===== config.mk =====
export PLATFORM = sky130hd
export DESIGN_NAME = adc_scanner_flat
export DESIGN_NICKNAME = d
export VERILOG_FILES = /design/src/rtl/adc_pkg.sv /design/src/rtl/adc_scanner_if.sv /design/src/rtl/i2c_op_issuer.sv /design/src/rtl/adc_scanner.sv /design/src/flat_wrapper.sv
export SDC_FILE = /design/constraint.sdc
export NUM_CORES = 1
export LEC_CHECK = 0
export ABC_AREA = 1
export BUFFER_PORTS_ARGS = -buffer_cell sky130_fd_sc_hd__buf_2
export CORE_ASPECT_RATIO = 1.4
export CORE_MARGIN = 2
export CORE_UTILIZATION = 45
export DETAILED_ROUTE_END_ITERATION = 10
export PLACE_DENSITY_LB_ADDON = 0.12
export SYNTH_ARGS = -nofsm -noshare
export SYNTH_HDL_FRONTEND = slang
export SYNTH_SLANG_ARGS = --single-unit

===== constraint.sdc =====
create_clock -name clk -period 2 [get_ports clk]
set_input_delay 0.3 -clock clk [delete_from_list [all_inputs] [get_ports clk]]
set_output_delay 0.3 -clock clk [all_outputs]
set_load 0.1 [all_outputs]

===== src/rtl/adc_pkg.sv =====
// Shared definitions for the ADS1115 channel scanner: I2C instruction codes,
// register pointers, state encodings and the per-task I2C operation tables.
package adc_pkg;

  typedef enum logic [1:0] {
    I2C_START = 2'd0,
    I2C_STOP  = 2'd1,
    I2C_READ  = 2'd2,
    I2C_WRITE = 2'd3
  } i2c_instr_t;

  localparam logic [7:0] REG_CONVERSION = 8'h00;
  localparam logic [7:0] REG_CONFIG     = 8'h01;

  typedef enum logic [2:0] {
    IDLE, RUN_TASK, WAIT_I2C, INC_SUB, DELAY, NEXT_CH, DONE
  } scan_state_t;

  typedef enum logic [1:0] {
    TASK_SETUP, TASK_POLL, TASK_CHANGE_REG, TASK_READ
  } scan_task_t;

  typedef enum logic [1:0] {
    OP_IDLE, OP_WAIT_LOW, OP_WAIT_HIGH
  } op_state_t;

  function automatic logic [2:0] last_sub(scan_task_t t);
    case (t)
      TASK_SETUP:      return 3'd5;
      TASK_CHANGE_REG: return 3'd3;
      default:         return 3'd4;
    endcase
  endfunction

  function automatic i2c_instr_t op_instr(scan_task_t t, logic [2:0] sub);
    if (sub == 3'd0) return I2C_START;
    if (sub == last_sub(t)) return I2C_STOP;
    if ((t == TASK_POLL || t == TASK_READ) && sub >= 3'd2) return I2C_READ;
    return I2C_WRITE;
  endfunction

  function automatic logic [7:0] op_byte(scan_task_t t, logic [2:0] sub, logic [6:0] addr,
                                         logic [1:0] ch, logic [2:0] pga, logic [2:0] dr);
    logic [7:0] b;
    b = '0;
    case (sub)
      3'd1: b = {addr, (t == TASK_POLL || t == TASK_READ)};
      3'd2: begin
        if (t == TASK_SETUP) b = REG_CONFIG;
        else if (t == TASK_CHANGE_REG) b = REG_CONVERSION;
      end
      // Config MSB: single-shot start, single-ended mux on ch, PGA, single-shot mode
      3'd3: if (t == TASK_SETUP) b = {2'b11, ch, pga, 1'b1};
      3'd4: if (t == TASK_SETUP) b = {dr, 5'b00011};
      default: b = '0;
    endcase
    return b;
  endfunction

  // Lowest set mask bit at or above 'from'; result is {found, channel}.
  function automatic logic [2:0] next_channel(logic [3:0] mask, logic [2:0] from);
    logic [2:0] r;
    logic [1:0] c;
    r = '0;
    for (int unsigned i = 0; i < 4; i++) begin
      c = 2'(3 - i);
      if (mask[c] && ({1'b0, c} >= from)) r = {1'b1, c};
    end
    return r;
  endfunction

endpackage


===== src/rtl/adc_scanner_if.sv =====
// I2C byte-engine handshake bundle between a master sequencer and the bus engine.
interface adc_scanner_if;
  logic [1:0] instructionI2C;
  logic       enableI2C;
  logic [7:0] byteToSendI2C;
  logic [7:0] byteReceivedI2C;
  logic       completeI2C;

  modport master (output instructionI2C, enableI2C, byteToSendI2C,
                  input  byteReceivedI2C, completeI2C);
  modport slave  (input  instructionI2C, enableI2C, byteToSendI2C,
                  output byteReceivedI2C, completeI2C);
endinterface


===== src/rtl/i2c_op_issuer.sv =====
// Issues one I2C engine instruction: raise enable, wait for complete low then high,
// drop enable and return the received byte with a one-cycle done strobe.
module i2c_op_issuer
  import adc_pkg::*;
(
  input  logic        clk,
  input  logic        reset,
  input  logic        go,
  input  i2c_instr_t  instr,
  input  logic [7:0]  tx_byte,
  output logic        done,
  output logic [7:0]  rx_byte,
  adc_scanner_if.master bus
);

  op_state_t state;

  always_ff @(posedge clk) begin
    if (reset) begin
      state              <= OP_IDLE;
      done               <= 1'b0;
      rx_byte            <= '0;
      bus.enableI2C      <= 1'b0;
      bus.instructionI2C <= '0;
      bus.byteToSendI2C  <= '0;
    end else begin
      done <= 1'b0;
      case (state)
        OP_IDLE: begin
          if (go) begin
            bus.instructionI2C <= instr;
            bus.byteToSendI2C  <= tx_byte;
            bus.enableI2C      <= 1'b1;
            state              <= OP_WAIT_LOW;
          end
        end
        OP_WAIT_LOW: begin
          if (!bus.completeI2C) state <= OP_WAIT_HIGH;
        end
        OP_WAIT_HIGH: begin
          if (bus.completeI2C) begin
            bus.enableI2C <= 1'b0;
            rx_byte       <= bus.byteReceivedI2C;
            done          <= 1'b1;
            state         <= OP_IDLE;
          end
        end
        default: state <= OP_IDLE;
      endcase
    end
  end

endmodule


===== src/rtl/adc_scanner.sv =====
// Scans the masked ADS1115 channels: configure, poll for conversion ready,
// point at the conversion register and read each result over I2C.
module adc_scanner
  import adc_pkg::*;
#(
  parameter logic [6:0]  ADDRESS    = 7'h48,
  parameter int unsigned POLL_DELAY = 255,
  parameter int unsigned MAX_POLLS  = 64
) (
  input  logic        clk,
  input  logic        reset,
  input  logic        enable,
  input  logic [3:0]  channelMask,
  input  logic        continuous,
  input  logic [2:0]  pga,
  input  logic [2:0]  dataRate,
  output logic        resultValid,
  output logic [1:0]  resultChannel,
  output logic [15:0] resultData,
  output logic        busy,
  output logic        scanDone,
  output logic        timeoutError,
  adc_scanner_if.master i2c
);

  localparam logic [15:0] DELAY_LAST = 16'(POLL_DELAY - 1);
  localparam logic [7:0]  POLL_LAST  = 8'(MAX_POLLS - 1);

  scan_state_t state;
  scan_task_t  task_q;
  logic [2:0]  sub;
  logic [15:0] delay_cnt;
  logic [7:0]  poll_cnt;
  logic [1:0]  ch;
  logic [3:0]  mask_q;
  logic        cont_q;
  logic [2:0]  pga_q;
  logic [2:0]  dr_q;
  logic [7:0]  msb_q;
  logic [7:0]  lsb_q;
  logic        delayed;
  logic        issue_go;
  i2c_instr_t  issue_instr;
  logic [7:0]  issue_tx;
  logic        op_done;
  logic [7:0]  op_rx;
  logic [2:0]  first_ch;
  logic [2:0]  after_ch;
  logic        start_req;

  always_comb begin
    first_ch  = next_channel(channelMask, 3'd0);
    after_ch  = next_channel(mask_q, {1'b0, ch} + 3'd1);
    start_req = enable && first_ch[2] && ((state == IDLE) || (state == DONE && cont_q));
  end

  i2c_op_issuer u_issuer (
    .clk     (clk),
    .reset   (reset),
    .go      (issue_go),
    .instr   (issue_instr),
    .tx_byte (issue_tx),
    .done    (op_done),
    .rx_byte (op_rx),
    .bus     (i2c)
  );

  always_ff @(posedge clk) begin
    if (reset) begin
      state         <= IDLE;
      task_q        <= TASK_SETUP;
      sub           <= '0;
      delay_cnt     <= '0;
      poll_cnt      <= '0;
      ch            <= '0;
      mask_q        <= '0;
      cont_q        <= 1'b0;
      pga_q         <= '0;
      dr_q          <= '0;
      msb_q         <= '0;
      lsb_q         <= '0;
      delayed       <= 1'b0;
      issue_go      <= 1'b0;
      issue_instr   <= I2C_START;
      issue_tx      <= '0;
      resultValid   <= 1'b0;
      resultChannel <= '0;
      resultData    <= '0;
      busy          <= 1'b0;
      scanDone      <= 1'b0;
      timeoutError  <= 1'b0;
    end else begin
      issue_go    <= 1'b0;
      resultValid <= 1'b0;
      scanDone    <= 1'b0;
      if (start_req) begin
        // Shared by a fresh start from IDLE and a continuous restart from DONE
        mask_q   <= channelMask;
        cont_q   <= continuous;
        pga_q    <= pga;
        dr_q     <= dataRate;
        ch       <= first_ch[1:0];
        task_q   <= TASK_SETUP;
        sub      <= '0;
        poll_cnt <= '0;
        delayed  <= 1'b0;
        busy     <= 1'b1;
        state    <= RUN_TASK;
        if (state == IDLE) timeoutError <= 1'b0;
      end else begin
        case (state)
          IDLE: ;
          RUN_TASK: begin
            if (task_q == TASK_POLL && sub == '0 && !delayed) begin
              delay_cnt <= '0;
              state     <= DELAY;
            end else begin
              issue_go    <= 1'b1;
              issue_instr <= op_instr(task_q, sub);
              issue_tx    <= op_byte(task_q, sub, ADDRESS, ch, pga_q, dr_q);
              state       <= WAIT_I2C;
            end
          end
          DELAY: begin
            if (delay_cnt == DELAY_LAST) begin
              delayed <= 1'b1;
              state   <= RUN_TASK;
            end else begin
              delay_cnt <= delay_cnt + 16'd1;
            end
          end
          WAIT_I2C: begin
            if (op_done) begin
              if (issue_instr == I2C_READ) begin
                if (sub == 3'd2) msb_q <= op_rx;
                else lsb_q <= op_rx;
              end
              state <= INC_SUB;
            end
          end
          INC_SUB: begin
            if (sub != last_sub(task_q)) begin
              sub   <= sub + 3'd1;
              state <= RUN_TASK;
            end else begin
              sub <= '0;
              case (task_q)
                TASK_SETUP: begin
                  task_q  <= TASK_POLL;
                  delayed <= 1'b0;
                  state   <= RUN_TASK;
                end
                TASK_POLL: begin
                  delayed <= 1'b0;
                  if (msb_q[7]) begin
                    task_q <= TASK_CHANGE_REG;
                    state  <= RUN_TASK;
                  end else if (poll_cnt == POLL_LAST) begin
                    timeoutError <= 1'b1;
                    state        <= NEXT_CH;
                  end else begin
                    poll_cnt <= poll_cnt + 8'd1;
                    state    <= RUN_TASK;
                  end
                end
                TASK_CHANGE_REG: begin
                  task_q <= TASK_READ;
                  state  <= RUN_TASK;
                end
                default: begin
                  resultValid   <= 1'b1;
                  resultChannel <= ch;
                  resultData    <= {msb_q, lsb_q};
                  state         <= NEXT_CH;
                end
              endcase
            end
          end
          NEXT_CH: begin
            if (after_ch[2]) begin
              ch       <= after_ch[1:0];
              task_q   <= TASK_SETUP;
              poll_cnt <= '0;
              delayed  <= 1'b0;
              state    <= RUN_TASK;
            end else begin
              scanDone <= 1'b1;
              state    <= DONE;
            end
          end
          DONE: begin
            if (!enable) begin
              busy  <= 1'b0;
              state <= IDLE;
            end
          end
          default: state <= IDLE;
        endcase
      end
    end
  end

endmodule


===== src/flat_wrapper.sv =====
// flat-port wrapper written by rule: the top's interface ports become plain ports
module adc_scanner_flat import adc_pkg::*;
#(
  parameter logic [6:0]  ADDRESS    = 7'h48,
  parameter int unsigned POLL_DELAY = 255,
  parameter int unsigned MAX_POLLS  = 64
)
  (clk, reset, enable, channelMask, continuous, pga, dataRate, resultValid, resultChannel, resultData, busy, scanDone, timeoutError, i2c_instructionI2C, i2c_enableI2C, i2c_byteToSendI2C, i2c_byteReceivedI2C, i2c_completeI2C);
  adc_scanner_if i2c_i ();
  input  logic clk;
  input  logic reset;
  input  logic enable;
  input  logic [3:0] channelMask;
  input  logic continuous;
  input  logic [2:0] pga;
  input  logic [2:0] dataRate;
  output logic resultValid;
  output logic [1:0] resultChannel;
  output logic [15:0] resultData;
  output logic busy;
  output logic scanDone;
  output logic timeoutError;
  output wire logic [$bits(i2c_i.instructionI2C)-1:0] i2c_instructionI2C;
  output wire logic [$bits(i2c_i.enableI2C)-1:0] i2c_enableI2C;
  output wire logic [$bits(i2c_i.byteToSendI2C)-1:0] i2c_byteToSendI2C;
  input wire logic [$bits(i2c_i.byteReceivedI2C)-1:0] i2c_byteReceivedI2C;
  input wire logic [$bits(i2c_i.completeI2C)-1:0] i2c_completeI2C;
  assign i2c_instructionI2C = i2c_i.instructionI2C;
  assign i2c_enableI2C = i2c_i.enableI2C;
  assign i2c_byteToSendI2C = i2c_i.byteToSendI2C;
  assign i2c_i.byteReceivedI2C = i2c_byteReceivedI2C;
  assign i2c_i.completeI2C = i2c_completeI2C;
  adc_scanner #(.ADDRESS(ADDRESS), .POLL_DELAY(POLL_DELAY), .MAX_POLLS(MAX_POLLS)) u_core (.clk(clk), .reset(reset), .enable(enable), .channelMask(channelMask), .continuous(continuous), .pga(pga), .dataRate(dataRate), .resultValid(resultValid), .resultChannel(resultChannel), .resultData(resultData), .busy(busy), .scanDone(scanDone), .timeoutError(timeoutError), .i2c(i2c_i));
endmodule

# After elaboration in Yosys (flattened, before gate mapping)
# Cells that the tools add are included.
# W data, S select, Z words.
totals:
  elab_cells: 244
  out_inout_bits: 33
  input_bits: 23
  regBits: 117
op_classes:
  reduce_logical: 52
  addsub: 4
  n_lt_le_gt_ge: 5
  n_mux: 100
  n_bitwise: 10
  eq_ne: 44
op_table:
  columns: ["operator", "count"]
  rows:
  - ["$mux W3", 25]
  - ["$mux W8", 7]
  - ["$mux W1", 40]
  - ["$mux W16", 2]
  - ["$pmux W16 S2", 1]
  - ["$pmux W8 S4", 1]
  - ["$mux W2", 15]
  - ["$ne A2 B2 Y1 const B", 11]
  - ["$pmux W3 S7", 1]
  - ["$reduce_and A5 Y1", 4]
  - ["$reduce_bool A2 Y1", 9]
  - ["$add A16 B1 Y16 const B", 1]
  - ["$eq A16 B8 Y1 const B", 1]
  - ["$ne A2 B1 Y1 const B", 8]
  - ["$pmux W8 S2", 1]
  - ["$reduce_and A4 Y1", 4]
  - ["$eq A3 B2 Y1 const B", 4]
  - ["$eq A3 B3 Y1 const B", 4]
  - ["$pmux W2 S3", 2]
  - ["$pmux W3 S2", 2]
  - ["$reduce_and A6 Y1", 2]
  - ["$logic_and A1 B1 Y1", 10]
  - ["$not A1 Y1", 10]
  - ["$ne A3 B2 Y1 const B", 3]
  - ["27 further kinds", 47]

# Depth between registers and ports, before layout
depth:
  depth_word: 29
  depth_mapped: 13
  depth_no_buf: 13

# Cells and area by module
# Synthesis repeated with hierarchy kept, for this count alone.
hier_totals:
  cells_unflattened: 817
  hier_area_um2: 5736.8
modules_own_cells:
  columns: ["mod", "instances", "seq_area_each_um2", "cells_per_inst", "area_each_um2"]
  rows:
  - ["adc_scanner", 1, 1881.8, 694, 4738.3]
  - ["i2c_op_issuer", 1, 440.4, 123, 998.5]

# Worst setup path before layout
# No wires, ideal clock.
synth_timing:
  path_type: "register -> register"
  startpoint: "reg u_core.task_q[0]"
  endpoint: "reg u_core.resultChannel[1]"
  n_path_buf: 2
  period_less_slack_ns: 1.744
  setup_slack_ns: 0.256
  arrival_time_ns: 1.679
  t_required_ns: 1.935
  setup_time_ns: 0.065
  stages_incl_launch_ff: 14
  cell_sequence: "dfxtp_1 > inv_1 > ha_1 > inv_1 > nand2_1 > nand2_1 > nand3_1 > inv_1 > nand3_1 > buf_4 > inv_4 > buf_6 > nor2_1 > nor2_1"
synth_between:
  elab_chain_cells: 8
  elab_cells_between_ends: 12
  cone_classes: "eq/ne (3); mux (4); bitwise (2); reduce/logical (3)"
synth_lines:
  columns: ["item", "line_no", "source"]
  rows:
  - ["from (decl)", "adc_scanner.sv:30", "scan_task_t task_q;"]
  - ["from (signal assigned)", "adc_scanner.sv:71", "task_q <= TASK_SETUP;"]
  - ["from (signal assigned)", "adc_scanner.sv:103", "task_q <= TASK_SETUP;"]
  - ["from (signal assigned)", "adc_scanner.sv:149", "task_q <= TASK_POLL;"]
  - ["$eq A2 B2 Y1 or $logic_not A2 Y1 (tied branches)", null, null]
  - ["$pmux W3 S2", "adc_pkg.sv:28", "case (t)"]
  - ["$mux W3", "adc_scanner.sv:111", "case (state)"]
  - ["$mux W3", "adc_scanner.sv:96", "if (start_req) begin"]
  - ["$mux W3", "adc_scanner.sv:69", "if (reset) begin"]
  - ["$ne A3 B3 Y1", "adc_scanner.sv:142", "if (sub != last_sub(task_q)) begin"]
  - ["$not A1 Y1 (no source line)", null, null]
  - ["$reduce_and A4 Y1 (no source line) *", null, null]
  - ["to (signal assigned)", "adc_scanner.sv:172", "resultChannel <= ch;"]
  - ["to (decl)", "adc_scanner.sv:18", "output logic [1:0] resultChannel,"]
# Mark *: on every way between the ends. The rest lies on a longest branch, timed or not. The select of a mux whose other input is x is not followed.
# A chain may end at the register's enable or synchronous reset.

# Worst setup path in the final report
layout_timing:
  startpoint: "reg u_core.task_q[0]"
  endpoint: "reg u_core.resultData[3]"
layout_between:
  elab_chain_cells: 8
  elab_cells_between_ends: 12
  cone_classes: "eq/ne (3); mux (4); bitwise (2); reduce/logical (3)"
layout_lines:
  columns: ["item", "line_no", "source"]
  rows:
  - ["$eq A2 B2 Y1 or $logic_not A2 Y1 (tied branches)", null, null]
  - ["$pmux W3 S2", "adc_pkg.sv:28", null]
  - ["$mux W3", "adc_scanner.sv:111", null]
  - ["$mux W3", "adc_scanner.sv:96", null]
  - ["$mux W3", "adc_scanner.sv:69", null]
  - ["$ne A3 B3 Y1", "adc_scanner.sv:142", null]
  - ["$not A1 Y1 (no source line)", null, null]
  - ["$reduce_and A4 Y1 (no source line) *", null, null]
  - ["to (signal assigned)", "adc_scanner.sv:173", "resultData <= {msb_q, lsb_q};"]
  - ["to (decl)", "adc_scanner.sv:19", "output logic [15:0] resultData,"]
# Marked as above.

==> results.md <==
- Unrepaired setup endpoints after global routing: no
- First drt pass iteration count: 5
- Outcome: finished clean
- Post-route DRC violation count: 0
- DR iter-0 viols: about 230
- Vias per Instance: 5.13
- Critical path class: reg -> reg
- Ys flop type: dfxtp_1
- Final wirelength: ~13 mm
- Largest net degree at the start of global routing: 51
- CP endpoint: u_core.resultData[3]
- Area growth from synthesis to layout: 19.5%
- Cells on worst reg2reg path: 11
- Hold buffers post-CTS: 0
- CTS buffer count: 17
- Root buffer cell: clkbuf_16
- Reg2reg setup slack: about 190 ps
- Share of layout cells above drive strength 1: 0.156
- F_max: 0.552 GHz
- Area of the core: 11800 µm²
- Chip width: approximately 97 µm
- Clk_lat worst skew: around 400 ps
- Port-buffer cells: 55
- Hpwl dp: roughly 9.6 mm
- Fin. Hold Viols: 0
- # IOs: 56
- Logic pwr share: 0.072
- Crit path required time: 2290 ps
- Vias in the first global route: about 4.9k
- Share of the synthesized area in the top cell type: 0.430
- CP Launch Point: u_core.task_q[0]
- CTS tree: yes
- Mapped Avg Cell Area: approximately 7 µm²
- Area after DPL: between 5000 and 6000 µm²
- Overall power: 5.72 mW
- Hold Path Stages: 2
- Measured slew at the worst slew-check pin: 516 ps
- # setup viols final: 0
- Ant diodes: 0
- Worst setup SP type: flip-flop
- Syn Inst Count: 776
- Antenna Violating Nets Remaining: 0
- Wire length per cell: roughly 13 µm
- Seq pwr share: 0.419
- Power per cell area: a little under 900 nW/µm²
- Lkg Pwr: roughly 2.7 nW
- Final #Nets: ~880
- Largest stage delay, worst path: 380 ps
- Die area: 12900 µm²
- Sequential area share after synthesis: 0.430
- Syn Nets: 812
- Max_cap viols: 0
- Crit end category: flip-flop
- Slew Viols, Final: 0
- Clock skew: 10.9 ps
- Synth Warn #: 0
- Final instance area: approximately 6500 µm²
- First-pass GRT wire length: 22.5 mm
- Sum Neg Setup Slack: 0 ps
- Chip Height: ~130 µm
- Sw Share: 0.244
- Switching pwr: about 1.4 mW
- Starting density of the core: 0.460
- CTS clk-pin slew, worst paths: 60 ps
- Arr. time, crit path: about 2100 ps
- Peak supply drop: about 0.00055 V
- Synth async-reset ratio: 0
- R2r endpoint: u_core.resultData[3]
- Mapped Area: approximately 5400 µm²
- Count of state elements after synthesis: about 120
- CTS Buffer Depth: 2
- CP Cell Sequence: inv_1 > ha_1 > inv_1 > nand2_1 > nand2_1 > nand3_2 > inv_2 > nand3_1 > buf_6 > o21ai_0 > nor2_1
- Hold WC Path Type: in -> reg
- Yosys cell types: 35
- Clock sink count: roughly 120
- R2r startpoint: u_core.task_q[0]
- Largest area contributor in the netlist: dfxtp_1
- CTS H-tree lvls: 4
- Total track usage: 0.210
- Cell Rows: 47
- Largest cells by area after synthesis: dfxtp_1 (43%), nor2_1 (10%), nand2_1 (9.9%)
- Gpl congestion: a little under 0.9
- Vias: approximately 5.1k
- Final period utilization: 0.906
- Max_slew headroom: 0.655
- Power Internal: around 4.3 mW
- Min Tclk post-route: around 1800 ps
- Grt total ovfl: 0
- Clock power frac: 0.510
- Slowest cell on crit path: dfxtp_2
- Initial antenna violation count: 0
- Post-synth EDFFs: 0
- Peak fanout along the critical path: 20
[metrics by stage]
stage	util	hold slack (ps)	worst slack, ps	std cells
6_report	0.549	116	188	998
5_1_grt	0.549	96.7	8.87	998
4_1_cts	0.546	95.2	25.1	997
3_5_place_dp	0.498	442	38.9	966
3_3_place_gp	0.498	440	80.5	966
2_1_floorplan	-	378	256	776
[layout by cell type (no fill, tap or decap), types with 5 or more instances in the layout]
cell type     n
o21bai_1      5
clkinvlp_4    5
ha_1         13
dfxtp_1     115
nor2_1      144
nand3_1      57
o21ai_1       7
nand4_1      15
o21ai_0      64
clkbuf_16    17
nand3_2       6
nand2_1     143
buf_4        14
inv_2        11
a21oi_1      73
buf_2        55
inv_1        59
[repair_timing]
item | CTS | global route
setup buffers | 0 | 1
gates resized for setup | 0 | 8
setup endpoints to repair | 0 | 45
[critical path, delay by kind of cell, from the launching register on]
kind,cells,cell delay [ps]
AOI/OAI and AO/OA,1,190
and+or+nand+nor,5,450
buffers and inverters,4,460
adders and majority gates,1,210
DFF,1,380
[worst min path at each step]
stage | from | to
floorplan | i2c_completeI2C | u_core.u_issuer.state[1]
global placement | u_core.pga_q[0] | u_core.pga_q[0]
detailed placement | u_core.pga_q[0] | u_core.pga_q[0]
CTS | i2c_completeI2C | u_core.u_issuer.state[1]
global route | i2c_completeI2C | u_core.u_issuer.state[1]
finish | i2c_completeI2C | u_core.u_issuer.state[1]
[cell usage after synthesis, types with 5 or more instances]
master / count
a21oi_1: 73
buf_2: 6
clkbuf_1: 15
dfxtp_1: 116
ha_1: 13
inv_1: 60
inv_2: 10
nand2_1: 143
nand3_1: 59
nand4_1: 15
nor2_1: 144
o21ai_0: 64
o21ai_1: 7
o21bai_1: 5
[layer usage]
metal | vias to the layer above | share of wire | track usage
met5 | - | 0 | 0
met4 | 0 | 0.0096 | 0.0806
met3 | 10 | 0.034 | 0.0530
met1 | 2353 | 0.44 | 0.239
li1 | 2669 | - | -
met2 | 90 | 0.52 | 0.378
[cell families after synthesis]
group	Yosys count	share of synthesized area
fa+ha+maj	13	0.0301
compound gates	164	0.161
flops	116	0.430
xor+xnor	5	0.00810
simple gates	380	0.296
buf+inv	98	0.0754
[registers in the layout, indices dropped and copies added (netlist names), 3 cells and up]
register and cells:
u_core.delay_cnt 16, u_core.sub 3, u_core.mask_q 3, u_core.dr_q 3, u_core.u_issuer.rx_byte 8, u_core.resultData 16, u_core.u_issuer.bus.byteToSendI2C 8, u_core.lsb_q 8
u_core.msb_q 8, u_core.poll_cnt 8, u_core.pga_q 3, u_core.issue_tx 8, u_core.state 3
[area by class of cell]
cell class	instances	area, µm²
fillers	1174	5300
multi-input cells	562	2700
flip-flops and latches	116	2320
clock buffers	18	439
repair buffers	71	412
inverters	71	272
well taps	147	184
clock inverters	13	135
[power by group through the flow]
| stage | Combinational (mW) | Sequential (mW) | Clock, mW |
|---|---|---|---|
| after floorplan | 0.198 | 2.53 | 0 |
| after global placement | 0.401 | 2.44 | 0 |
| after detailed placement | 0.406 | 2.44 | 0 |
| after CTS | 0.409 | 2.39 | 2.98 |
| after global routing | 0.448 | 2.40 | 3.10 |
| final | 0.409 | 2.39 | 2.91 |
Power figures use the tool's default switching activity.
